$ cat src/rtl/pwm_multi.sv
// Multi-channel PWM: shared prescaled period counter, double-buffered duty levels.
// Centre-aligned counting is built only when PWM_MULTI_CENTER_EN is defined.
module pwm_multi #(
  parameter int unsigned WIDTH      = 8,
  parameter int unsigned CHANNELS   = 3,
  parameter int unsigned PRESCALE_W = 4,
  parameter bit          INVERT     = 1'b0
) (
  input  logic                      clk,
  input  logic                      reset,
  input  logic [PRESCALE_W-1:0]     prescale,
  input  logic                      center,
  input  logic [CHANNELS*WIDTH-1:0] level,
  input  logic                      level_load,
  output logic                      pending,
  output logic                      period_start,
  output logic [CHANNELS-1:0]       out
);

  localparam logic [WIDTH-1:0] CNT_MAX = '1;

`ifdef PWM_MULTI_CENTER_EN
  typedef enum logic {DIR_UP, DIR_DOWN} dir_e;
  typedef enum logic {MODE_EDGE, MODE_CENTER} mode_e;

  dir_e  dir_q, dir_d;
  mode_e mode_q, mode_d;
`else
  logic center_unused;
  assign center_unused = center;
`endif

  logic [PRESCALE_W-1:0]     pre_cnt_q, pre_cnt_d;
  logic [WIDTH-1:0]          count_q, count_d;
  logic [CHANNELS*WIDTH-1:0] active_q, active_d;
  logic [CHANNELS*WIDTH-1:0] shadow_q, shadow_d;
  logic                      pending_q, pending_d;
  logic                      period_start_q, period_start_d;
  logic [CHANNELS-1:0]       out_q, out_d;
  logic                      tick;

  always_comb begin
    // >= so that lowering prescale mid-count ticks at once instead of running to wrap
    tick           = (pre_cnt_q >= prescale);
    pre_cnt_d      = tick ? '0 : pre_cnt_q + 1'b1;
    count_d        = count_q;
    active_d       = active_q;
    shadow_d       = shadow_q;
    pending_d      = pending_q;
    period_start_d = 1'b0;
    out_d          = '0;
`ifdef PWM_MULTI_CENTER_EN
    dir_d  = dir_q;
    mode_d = mode_q;
    if (tick) begin
      if (mode_q == MODE_CENTER) begin
        if (dir_q == DIR_DOWN) begin
          count_d = count_q - 1'b1;
        end else if (count_q == CNT_MAX) begin
          count_d = count_q - 1'b1;
          dir_d   = DIR_DOWN;
        end else begin
          count_d = count_q + 1'b1;
        end
      end else begin
        count_d = count_q + 1'b1;
      end
    end
`else
    if (tick) count_d = count_q + 1'b1;
`endif

    if (tick && (count_d == '0)) begin
      period_start_d = 1'b1;
      if (pending_q) active_d = shadow_q;
      pending_d = 1'b0;
`ifdef PWM_MULTI_CENTER_EN
      dir_d  = DIR_UP;
      mode_d = center ? MODE_CENTER : MODE_EDGE;
`endif
    end

    // A load on the period-start edge lands in the shadow after the old shadow was applied
    if (level_load) begin
      shadow_d  = level;
      pending_d = 1'b1;
    end

    for (int unsigned n = 0; n < CHANNELS; n++) begin
      out_d[n] = (count_q < active_q[n*WIDTH +: WIDTH]) ^ INVERT;
    end
  end

  always_ff @(posedge clk) begin
    if (reset) begin
      pre_cnt_q      <= '0;
      count_q        <= '0;
      active_q       <= '0;
      shadow_q       <= '0;
      pending_q      <= 1'b0;
      period_start_q <= 1'b0;
      out_q          <= '0;
`ifdef PWM_MULTI_CENTER_EN
      dir_q          <= DIR_UP;
      mode_q         <= MODE_EDGE;
`endif
    end else begin
      pre_cnt_q      <= pre_cnt_d;
      count_q        <= count_d;
      active_q       <= active_d;
      shadow_q       <= shadow_d;
      pending_q      <= pending_d;
      period_start_q <= period_start_d;
      out_q          <= out_d;
`ifdef PWM_MULTI_CENTER_EN
      dir_q          <= dir_d;
      mode_q         <= mode_d;
`endif
    end
  end

  assign pending      = pending_q;
  assign period_start = period_start_q;
  assign out          = out_q;

endmodule

$ cat config.mk
export PLATFORM = sky130hd
export DESIGN_NAME = pwm_multi
export DESIGN_NICKNAME = d
export VERILOG_FILES = /design/src/rtl/pwm_multi.sv
export SDC_FILE = /design/constraint.sdc
export NUM_CORES = 1
export LEC_CHECK = 0
export ABC_AREA = 1
export BUFFER_PORTS_ARGS = -buffer_cell sky130_fd_sc_hd__clkbuf_2
export CAP_MARGIN = 20
export CORE_ASPECT_RATIO = 1.2
export CORE_MARGIN = 4
export CORE_UTILIZATION = 45
export CTS_CLUSTER_SIZE = 10
export DETAILED_ROUTE_END_ITERATION = 8
export SLEW_MARGIN = 20
export SYNTH_ARGS = -nofsm -noshare
export SYNTH_HDL_FRONTEND = slang
export SYNTH_SLANG_ARGS = --single-unit
$ cat constraint.sdc
create_clock -name clk -period 2.85 [get_ports clk]
set_clock_uncertainty 0.15 [all_clocks]
set_input_delay 0.57 -clock clk [delete_from_list [all_inputs] [get_ports clk]]
set_output_delay 0.57 -clock clk [all_outputs]
set_load 0.005 [all_outputs]
### Word level (Yosys, flattened, before mapping)

Cells that the tools add are included.

| word-level totals | value |
|---|---|
| logic and storage cells | 22 |
| register bits | 65 |
| output and inout port bits | 5 |
| input port bits | 32 |

| operators by class | value |
|---|---|
| muxes and demuxes | 4 |
| $lt $le $gt $ge | 4 |
| reductions and logical operators | 5 |
| add/sub/neg operators | 2 |

Operators with widths:

| cell | count |
|---|---|
| < comparator 8 bit | 3 |
| adder 8 x 1 -> 8 bit (second input constant) | 1 |
| zero test 8 bit | 1 |
| two-way mux 8 bit | 1 |
| adder 4 x 1 -> 4 bit (second input constant) | 1 |
| >= comparator 4 bit | 1 |
| two-way mux 1 bit | 3 |
| AND reduction 2 bit | 1 |
| nonzero test 2 bit | 1 |
| OR reduction 2 bit | 1 |
| logical AND 1 bit | 1 |

### Depth between registers and ports, before layout

Gate-level depths: netlist of run 1.

| logic depth | value |
|---|---|
| depth in word-level cells | 6 |
| gate-level depth with buffers | 16 |
| depth with buffers taken out | 15 |

### Worst setup path after synthesis of run 1

OpenSTA, ideal clock, no wires.

| path | value |
|---|---|
| path type | in2reg |
| start | input prescale[3] |
| end | register active_q[10] |
| cell stages on the path | 11 |
| slack | 0.477 ns |
| arrival | 2.111 ns |
| library setup time | 0.112 ns |
| path through | inv_1 -> ha_1 -> a21oi_4 -> nand3_4 -> xor2_1 -> nor2_2 -> nand3_2 -> buf_6 -> buf_8 -> nor2_2 -> nor2_1 |

| on the way | value |
|---|---|
| word-level cells in the longest chain between the ends | 5 |

Ends and longest elaborated chain:

| element | RTL line | RTL |
|---|---|---|
| start, declared | 11 | `input logic [PRESCALE_W-1:0] prescale,` |
| >= comparator 4 bit * | 44 | `tick = (pre_cnt_q >= prescale);` |
| two-way mux 8 bit | 70 | `if (tick) count_d = count_q + 1'b1;` |
| zero test 8 bit | 73 | `if (tick && (count_d == '0)) begin` |
| logical AND 1 bit * | 73 |  |
| AND reduction 2 bit (no line) * | - |  |
| end signal, assigned | 110 | `active_q <= active_d;` |
| end, declared | 35 | `logic [CHANNELS*WIDTH-1:0] active_q, active_d;` |

Every way passes the cells marked *; elsewhere a longest branch is shown, timed or not.
A chain may end at the register's enable or synchronous reset.

### Final worst setup path of run 1

| path | value |
|---|---|
| start | input prescale[3] |
| end | register active_q[8] |

The elaborated chain is that of the path after synthesis.

==> results of run 1 <==
## logic make-up (layout without fill, tap and decap cells)
kind of cell	Yosys count	after routing	synth area share [%]
compound gates	53	53	9.21
simple gates	218	218	29.6
flops	65	65	40.7
fa+ha+maj	27	27	10.6
xor+xnor	5	5	1.37
buf+inv	64	103	8.54
## where the power goes
group          switching (µW)  internal, µW
logic                     251           180
registers                55.8           990
clock network             354           604
total                     660          1770
## synthesized netlist by cell type (all sizes together)
master	count
nand3	11
ha	27
o21bai	1
buf	5
nor2	114
o21ai	29
a21oi	17
nor3	3
nand3b	1
o211ai	3
xnor2	2
nand2	82
a21boi	3
xor2	3
inv	49
dfxtp	65
nand4	7
clkbuf	10
## per-layer routing
| layer | share of wire (%) | GRT usage, % |
|---|---|---|
| met5 | 0 | 0 |
| met2 | 44 | 25.8 |
| met1 | 49 | 20.5 |
| met4 | 1.8 | 7.67 |
| met3 | 4.6 | 4.84 |
## final timing paths
path	startpoint	endpoint	slack [ns]	cells past startpoint
setup reg to reg	pre_cnt_q[0]$_SDFF_PP0_	active_q[8]$_SDFFE_PP0P_	0.54	14
hold reg to reg	pre_cnt_q[0]$_SDFF_PP0_	pre_cnt_q[0]$_SDFF_PP0_	0.32	1
hold / removal	level[21]	shadow_q[21]$_SDFFE_PP0P_	0.29	3
setup / recovery	prescale[3]	active_q[8]$_SDFFE_PP0P_	0.53	13
## tightest hold or removal path: stages
cell	delay, ns
clkbuf_2	0.07
nor2_1	0.03
nor2_1	0.08
## registers in the layout (all words and copies together), names as in the netlist
register / flops
active_q: 24
count_q: 8
out: 3
pending: 1
period_start: 1
pre_cnt_q: 4
shadow_q: 24
## metrics by stage
step / util [%] / cells
2_1_floorplan: - / 432
3_5_place_dp: 50.0 / 542
3_3_place_gp: 50.0 / 542
6_report: 53.5 / 558
5_1_grt: 53.5 / 558
4_1_cts: 53.5 / 558
## area by class of cell
type / count / area, µm²
fillers: 706 / 3190
multi-input cells: 303 / 1620
flip-flops and latches: 65 / 1300
repair buffers: 38 / 210
inverters: 49 / 184
clock buffers: 11 / 141
well taps: 87 / 109
clock inverters: 5 / 103
==> results.md, run 1 <==
- DP Wirelength: roughly 4300 µm
- Worst-path fanout max: 48
- DIE HEIGHT: around 100 µm
- Wire per inst: between 10 and 15 µm
- Fmax: about 430 MHz
- Synth Area per Inst: about 7.4 µm²
- First-pass GRT wire length: about 11000 µm
- Setup TNS: 0 ns
- Final min period: around 2.3 ns
- Setup WS pre-CTS: 0.169 ns
- Largest net degree at the start of global routing: 50
- Most common cell after layout, fill and taps aside: nor2_1
- Die X: about 85 µm
- PwrDens: 663 nW/µm²
- # port buffers: 35
- CP delay by family, top: simple AND/OR/NAND/NOR gates
- Total power: 2430 µW
- Hold WC Path Type: in2reg
- Hold buffer count at cts: 0
- Drt via density: approximately 4.7
- TritonCTS clock tree: yes
- Row count: 33
- # resized after CTS: 0
- Cell accounting for the most synthesized area: dfxtp_1
- Final worst path period share: ~81%
- Worst EP required: 2.99 ns
- Ports: 37
- Core ar.: between 6000 and 7000 µm²
- Total gr overflow: 0
- Clk buf depth: 2
- Num CTS Buffers: 9
- CTS Root Cell: clkbuf_8
- Number of global-route vias before repair: between 2k and 3k
- Initial antenna violation count: 0
- Remaining antenna violation count: 0
- Slowest CP cell: ha_1
- Final-report setup violation count: 0
- Commonest cells after routing, fill and taps aside: nor2_1 (92), nand2_1 (78), dfxtp_1 (65)
- Setup Buffers After CTS: 0
- Die area: around 8500 µm²
- Hold slack: 0.288 ns
- CTS Sinks: between 60 and 70
- Final Slew Violations: 0
- Synth top area cells: dfxtp_1 (41%), nor2_1 (11%), ha_1 (11%), nand2_1 (9.2%), inv_1 (5.5%)
- Maxcap violations: 0
- Synth Warn #: 0
- # H-tree levels: 3
- Yosys cell types: 26
- Status: complete, no violations
- Post-Syn Instances: around 430
- Worst-margin pin slew: 0.458 ns
- Diode count: 0
- Starting Density: between 40 and 50%
- Cell Chain, Critical Path: clkbuf_2 > inv_1 > ha_1 > a21oi_4 > nand3_4 > nand2_1 > nand3_1 > nor2_2 > nand3_2 > buf_12 > nand2_1 > nand2_1 > nor2_1
- DRT Pass-1 Iters: 4
- Clk slew on worst S/H paths: about 0.070 ns
- Final WS setup: about 0.53 ns
- GR Util All Layers: between 10% and 20%
- #FFs+latches synth: 65
- Synth Cell Area: 3190 µm²
- Worst Path Arrival: about 2.5 ns
- Crit path capture type: flop
- Via count: approximately 2.6k
- Rel. slew slack: a little over two thirds
- Placed inst area: ~3400 µm²
- Fin area: roughly 3700 µm²
- Routed WL: roughly 6300 µm
- Final Hold Viols: 0
- CP bufs+invs: 3
- Crit Path Category: in2reg
- Net count, final: around 530
- CP Launch Type: input port
- Worst VDD drop: about 350 µV
- Share of layout cells above drive strength 1: a little under a fifth
- Clock Latency Late Sink: ~0.35 ns
- Seq/Total Area, Yosys: approximately 40%
- DRC errors left: 0
- Top cell by count, worst path: nand2_1
- Synth top area share: 40.7%
- GPL Wtd Cong: roughly 0.81
- Crit path largest cell delay: between 0.3 and 0.4 ns
- Synthesized net count: between 400 and 500
- P_leak: 0.00184 µW
- Area Growth Syn to Fin: 14.8%
- Initial DRC count: approximately 110
- RSZ-0062 raised after global routing: false
(Power assumes the default switching activity.)
==> inputs of run 2 (changes only) <==
- ABC_AREA: 1 -> 0
- PLACE_DENSITY: unset -> 0.67
- clock period: 2.85 -> 2.1 ns (I/O delays scaled with it)
==> run 2 against run 1 <==
Net effect:
- sequential cell count unchanged
- design area increased by 4.7%
- sequential share of layout area decreased by 1.4 points
- via count decreased by 11%
- highest routed layer unchanged
- clock power decreased by 4.6%
- die area decreased by 1.3%
- the flow now finishes with violations (setup timing)
==> results.md, run 2 <==
- Post-synthesis async set-or-reset flop share: 0% (unchanged)
- GR Util All Layers: 15.1% (was 16.3%)
- P_leak: 0.00177 µW (was 0.00184 µW)
- Crit Path Category: reg2reg (was in2reg)
- Largest net degree at the start of global routing: 26 (was 50)
- Starting Density: 46.2% (was 46.6%)
- Final-report setup violation count: 1 (was 0)
- CP bufs+invs: 1 (was 3)
- Seq/Total Area, Yosys: 41.3% (was 40.7%)
- Worst-path fanout max: 6 (was 48)
- DIE HEIGHT: 99.6 µm (was 100 µm)
- Commonest cells after routing, fill and taps aside: dfxtp_1 (60), nor2_1 (59), mux2i_1 (48) (was nor2_1 (92), nand2_1 (78), dfxtp_1 (65))
- GPL Wtd Cong: 0.835 (was 0.807)
- Die area: 8410 µm² (was 8520 µm²)
- Most numerous cell in the Yosys netlist: dfxtp_1 (was nor2_1)
- Cell accounting for the most synthesized area: dfxtp_1 (unchanged)
- Diode count: 0 (unchanged)
- Synthesized net count: 377 (was 491)
- Crit path largest cell delay: 0.38 ns (was 0.33 ns)
- Worst EP required: 2.16 ns (was 2.99 ns)
- Fin area: 3840 µm² (was 3670 µm²)
- Cell Chain, Critical Path: ha_4 > and2_4 > a311o_1 > a21oi_4 > o2111ai_4 > clkbuf_16 > mux2i_1 > nor2_1 (was clkbuf_2 > inv_1 > ha_1 > a21oi_4 > nand3_4 > nand2_1 > nand3_1 > nor2_2 > nand3_2 > buf_12 > nand2_1 > nand2_1 > nor2_1)
- First-pass GRT wire length: 10400 µm (was 11100 µm)
- # port buffers: 35 (unchanged)
- Maxcap violations: 0 (unchanged)
- Fmax: 471 MHz
- DRC errors left: 0 (unchanged)
- Core ar.: 6810 µm² (was 6850 µm²)
- Multi-input logic area: 1750 µm² (was 1620 µm²)
- RSZ-0062 raised after global routing: true (was false)
- Synth top area cells: dfxtp_1 (41%), mux2i_1 (15%), ha_1 (11%), nor2_1 (7.0%), inv_1 (3.0%) (was dfxtp_1 (41%), nor2_1 (11%), ha_1 (11%), nand2_1 (9.2%), inv_1 (5.5%))
- Wire per inst: 12.8 µm (was 11.2 µm)
- Num CTS Buffers: 9 (unchanged)
- Remaining antenna violation count: 0 (unchanged)
- Clk buf depth: 2 (unchanged)
- Row count: 33 (unchanged)
- DP Wirelength: 4250 µm (was 4310 µm)
- Largest registers: active_q: 24 flops, shadow_q: 24 flops, count_q: 8 flops (unchanged)
- Hold WC Path Type: in2reg (unchanged)
- Ports: 37 (unchanged)
- Number of synthesized flops with an enable pin: 0 (unchanged)
- PwrDens: 661 nW/µm² (was 663 nW/µm²)
- Hold slack: 0.166 ns (was 0.288 ns)
- Worst Path Arrival: 2.18 ns (was 2.46 ns)
- Status: finished with violations (was complete, no violations)
- CTS Sinks: 65 (unchanged)
- Routed WL: 5950 µm (was 6260 µm)
- Worst-margin pin slew: 0.440 ns (was 0.458 ns)
- Via count: 2328 (was 2624)
- #FFs+latches synth: 65 (unchanged)
- Synth cell count leaders: dfxtp_1 (65), nor2_1 (59), mux2i_1 (48) (was nor2_1 (92), nand2_1 (78), dfxtp_1 (65))
- Total power: 2540 µW (was 2430 µW)
- Drt via density: 5.00 (was 4.70)
- Rel. slew slack: 70.7% (was 69.4%)
- Share of layout cells above drive strength 1: 26.9% (was 18.0%)
- Final worst path period share: 101%
- # H-tree levels: 3 (unchanged)
- Crit path capture type: flop (unchanged)
- Synth Area per Inst: 9.90 µm² (was 7.39 µm²)
- Fill cell count: 608 (was 706)
- Synth top area share: 41.3% (was 40.7%)
- Most common cell after layout, fill and taps aside: dfxtp_1 (was nor2_1)
- DRT Pass-1 Iters: 4 (unchanged)
- Worst VDD drop: 512 µV (was 346 µV)
- Total gr overflow: 0 (unchanged)
- Post-Syn Instances: 318 (was 432)
- Violated checks: setup timing
- Slowest CP cell: a311o_1 (was ha_1)
- Synth Cell Area: 3150 µm² (was 3190 µm²)
- Net count, final: 433 (was 525)
- TritonCTS clock tree: yes (unchanged)
- Initial antenna violation count: 0 (unchanged)
- Clk slew on worst S/H paths: 0.07 ns (about the same)
- Die X: 84.4 µm (was 84.9 µm)
- Placed inst area: 3590 µm² (was 3420 µm²)
- Synth Warn #: 0 (unchanged)
- Hold buffer count at cts: 0 (unchanged)
- CP Launch Type: flop (was input port)
- Final WS setup: -0.0227 ns (was 0.530 ns)
- Final Hold Viols: 0 (unchanged)
- Area Growth Syn to Fin: 22.0% (was 14.8%)
- Yosys cell types: 41 (was 26)
- Number of global-route vias before repair: 2321 (was 2510)
- Synth Flop Type: dfxtp_1 (unchanged)
- Final min period: ~2.1 ns
- CP delay by family, top: compound AO/OA/AOI/OAI gates (was simple AND/OR/NAND/NOR gates)
- Final Slew Violations: 0 (unchanged)
- Clock Latency Late Sink: 0.33 ns (was 0.35 ns)
- Seq. cell area: 1310 µm² (was 1300 µm²)
- CTS Root Cell: clkbuf_8 (unchanged)
- Initial DRC count: 112 (unchanged)
==> run 2: final cells by class <==
cell class              count  share of cell area (%)
repair buffers             59                    10.7
flip-flops and latches     65                    34.0
inverters                  25                    2.44
clock inverters             5                   0.814
well taps                  87                    2.83
multi-input cells         214                    45.5
clock buffers              11                    3.68
==> run 2: worst reg2reg max path: cells and delay by family, from the launching register on <==
family	cells	cell delay, ns
mux	1	0.16
flops	1	0.34
fa+ha+maj	1	0.16
compound gates	3	0.76
simple gates	2	0.21
buf+inv	1	0.23
==> run 2: report_power, final <==
group	switching, µW	internal [µW]	total (µW)
sequential	27.8	1280	1300
combinational	147	175	321
clock	457	456	913
total	631	1910	2540
==> run 2: repair_timing <==
item                                    CTS  global route
buffers inserted                          0             2
resized for setup                         0            11
hold endpoints to repair                  0             0
endpoints found under the setup margin    0            27
==> run 2: cell families (layout without fill, tap and decap cells) <==
family | after synthesis | count (layout) | synth area share, %
flops | 65 | 65 | 41.3
fa+ha+maj | 27 | 27 | 10.7
xor+xnor | 10 | 10 | 2.78
compound gates | 33 | 33 | 8.07
simple gates | 96 | 96 | 15.3
mux | 48 | 48 | 15.3
buf+inv | 39 | 100 | 6.56
==> run 2: path summary, 6_finish.rpt <==
check / depth (start not counted) / start / end / slack (ns)
worst min-delay path: 3 / level[15] / shadow_q[15]$_SDFFE_PP0P_ / 0.17
worst max register to register: 8 / count_q[0]$_SDFF_PP0_ / active_q[20]$_SDFFE_PP0P_ / -0.02
worst max-delay path: 8 / count_q[0]$_SDFF_PP0_ / active_q[20]$_SDFFE_PP0P_ / -0.02
worst min register to register: 2 / active_q[10]$_SDFFE_PP0P_ / active_q[10]$_SDFFE_PP0P_ / 0.34
==> run 2: per-stage QoR <==
step,util [%],std cells,setup WS (ns),TNS (ns)
2_1_floorplan,-,318,0.00617,0
3_3_place_gp,52.7,448,-0.108,-2.16
3_5_place_dp,52.7,448,-0.146,-3.02
4_1_cts,55.3,464,0.0129,0
5_1_grt,56.4,466,-0.115,-1.78
6_report,56.4,466,-0.0227,-0.0227
==> run 2: metal layers <==
layer  GRT usage (%)  part of all wire (%)  vias up  routed length (µm)
met5               0                     0        -                   0
met4            5.85                   1.6        0                  95
met3            3.56                   3.1        9                 187
met2            26.8                    49       31                2950
met1            17.5                    46     1080                2730
li1                -                     -     1208                   -
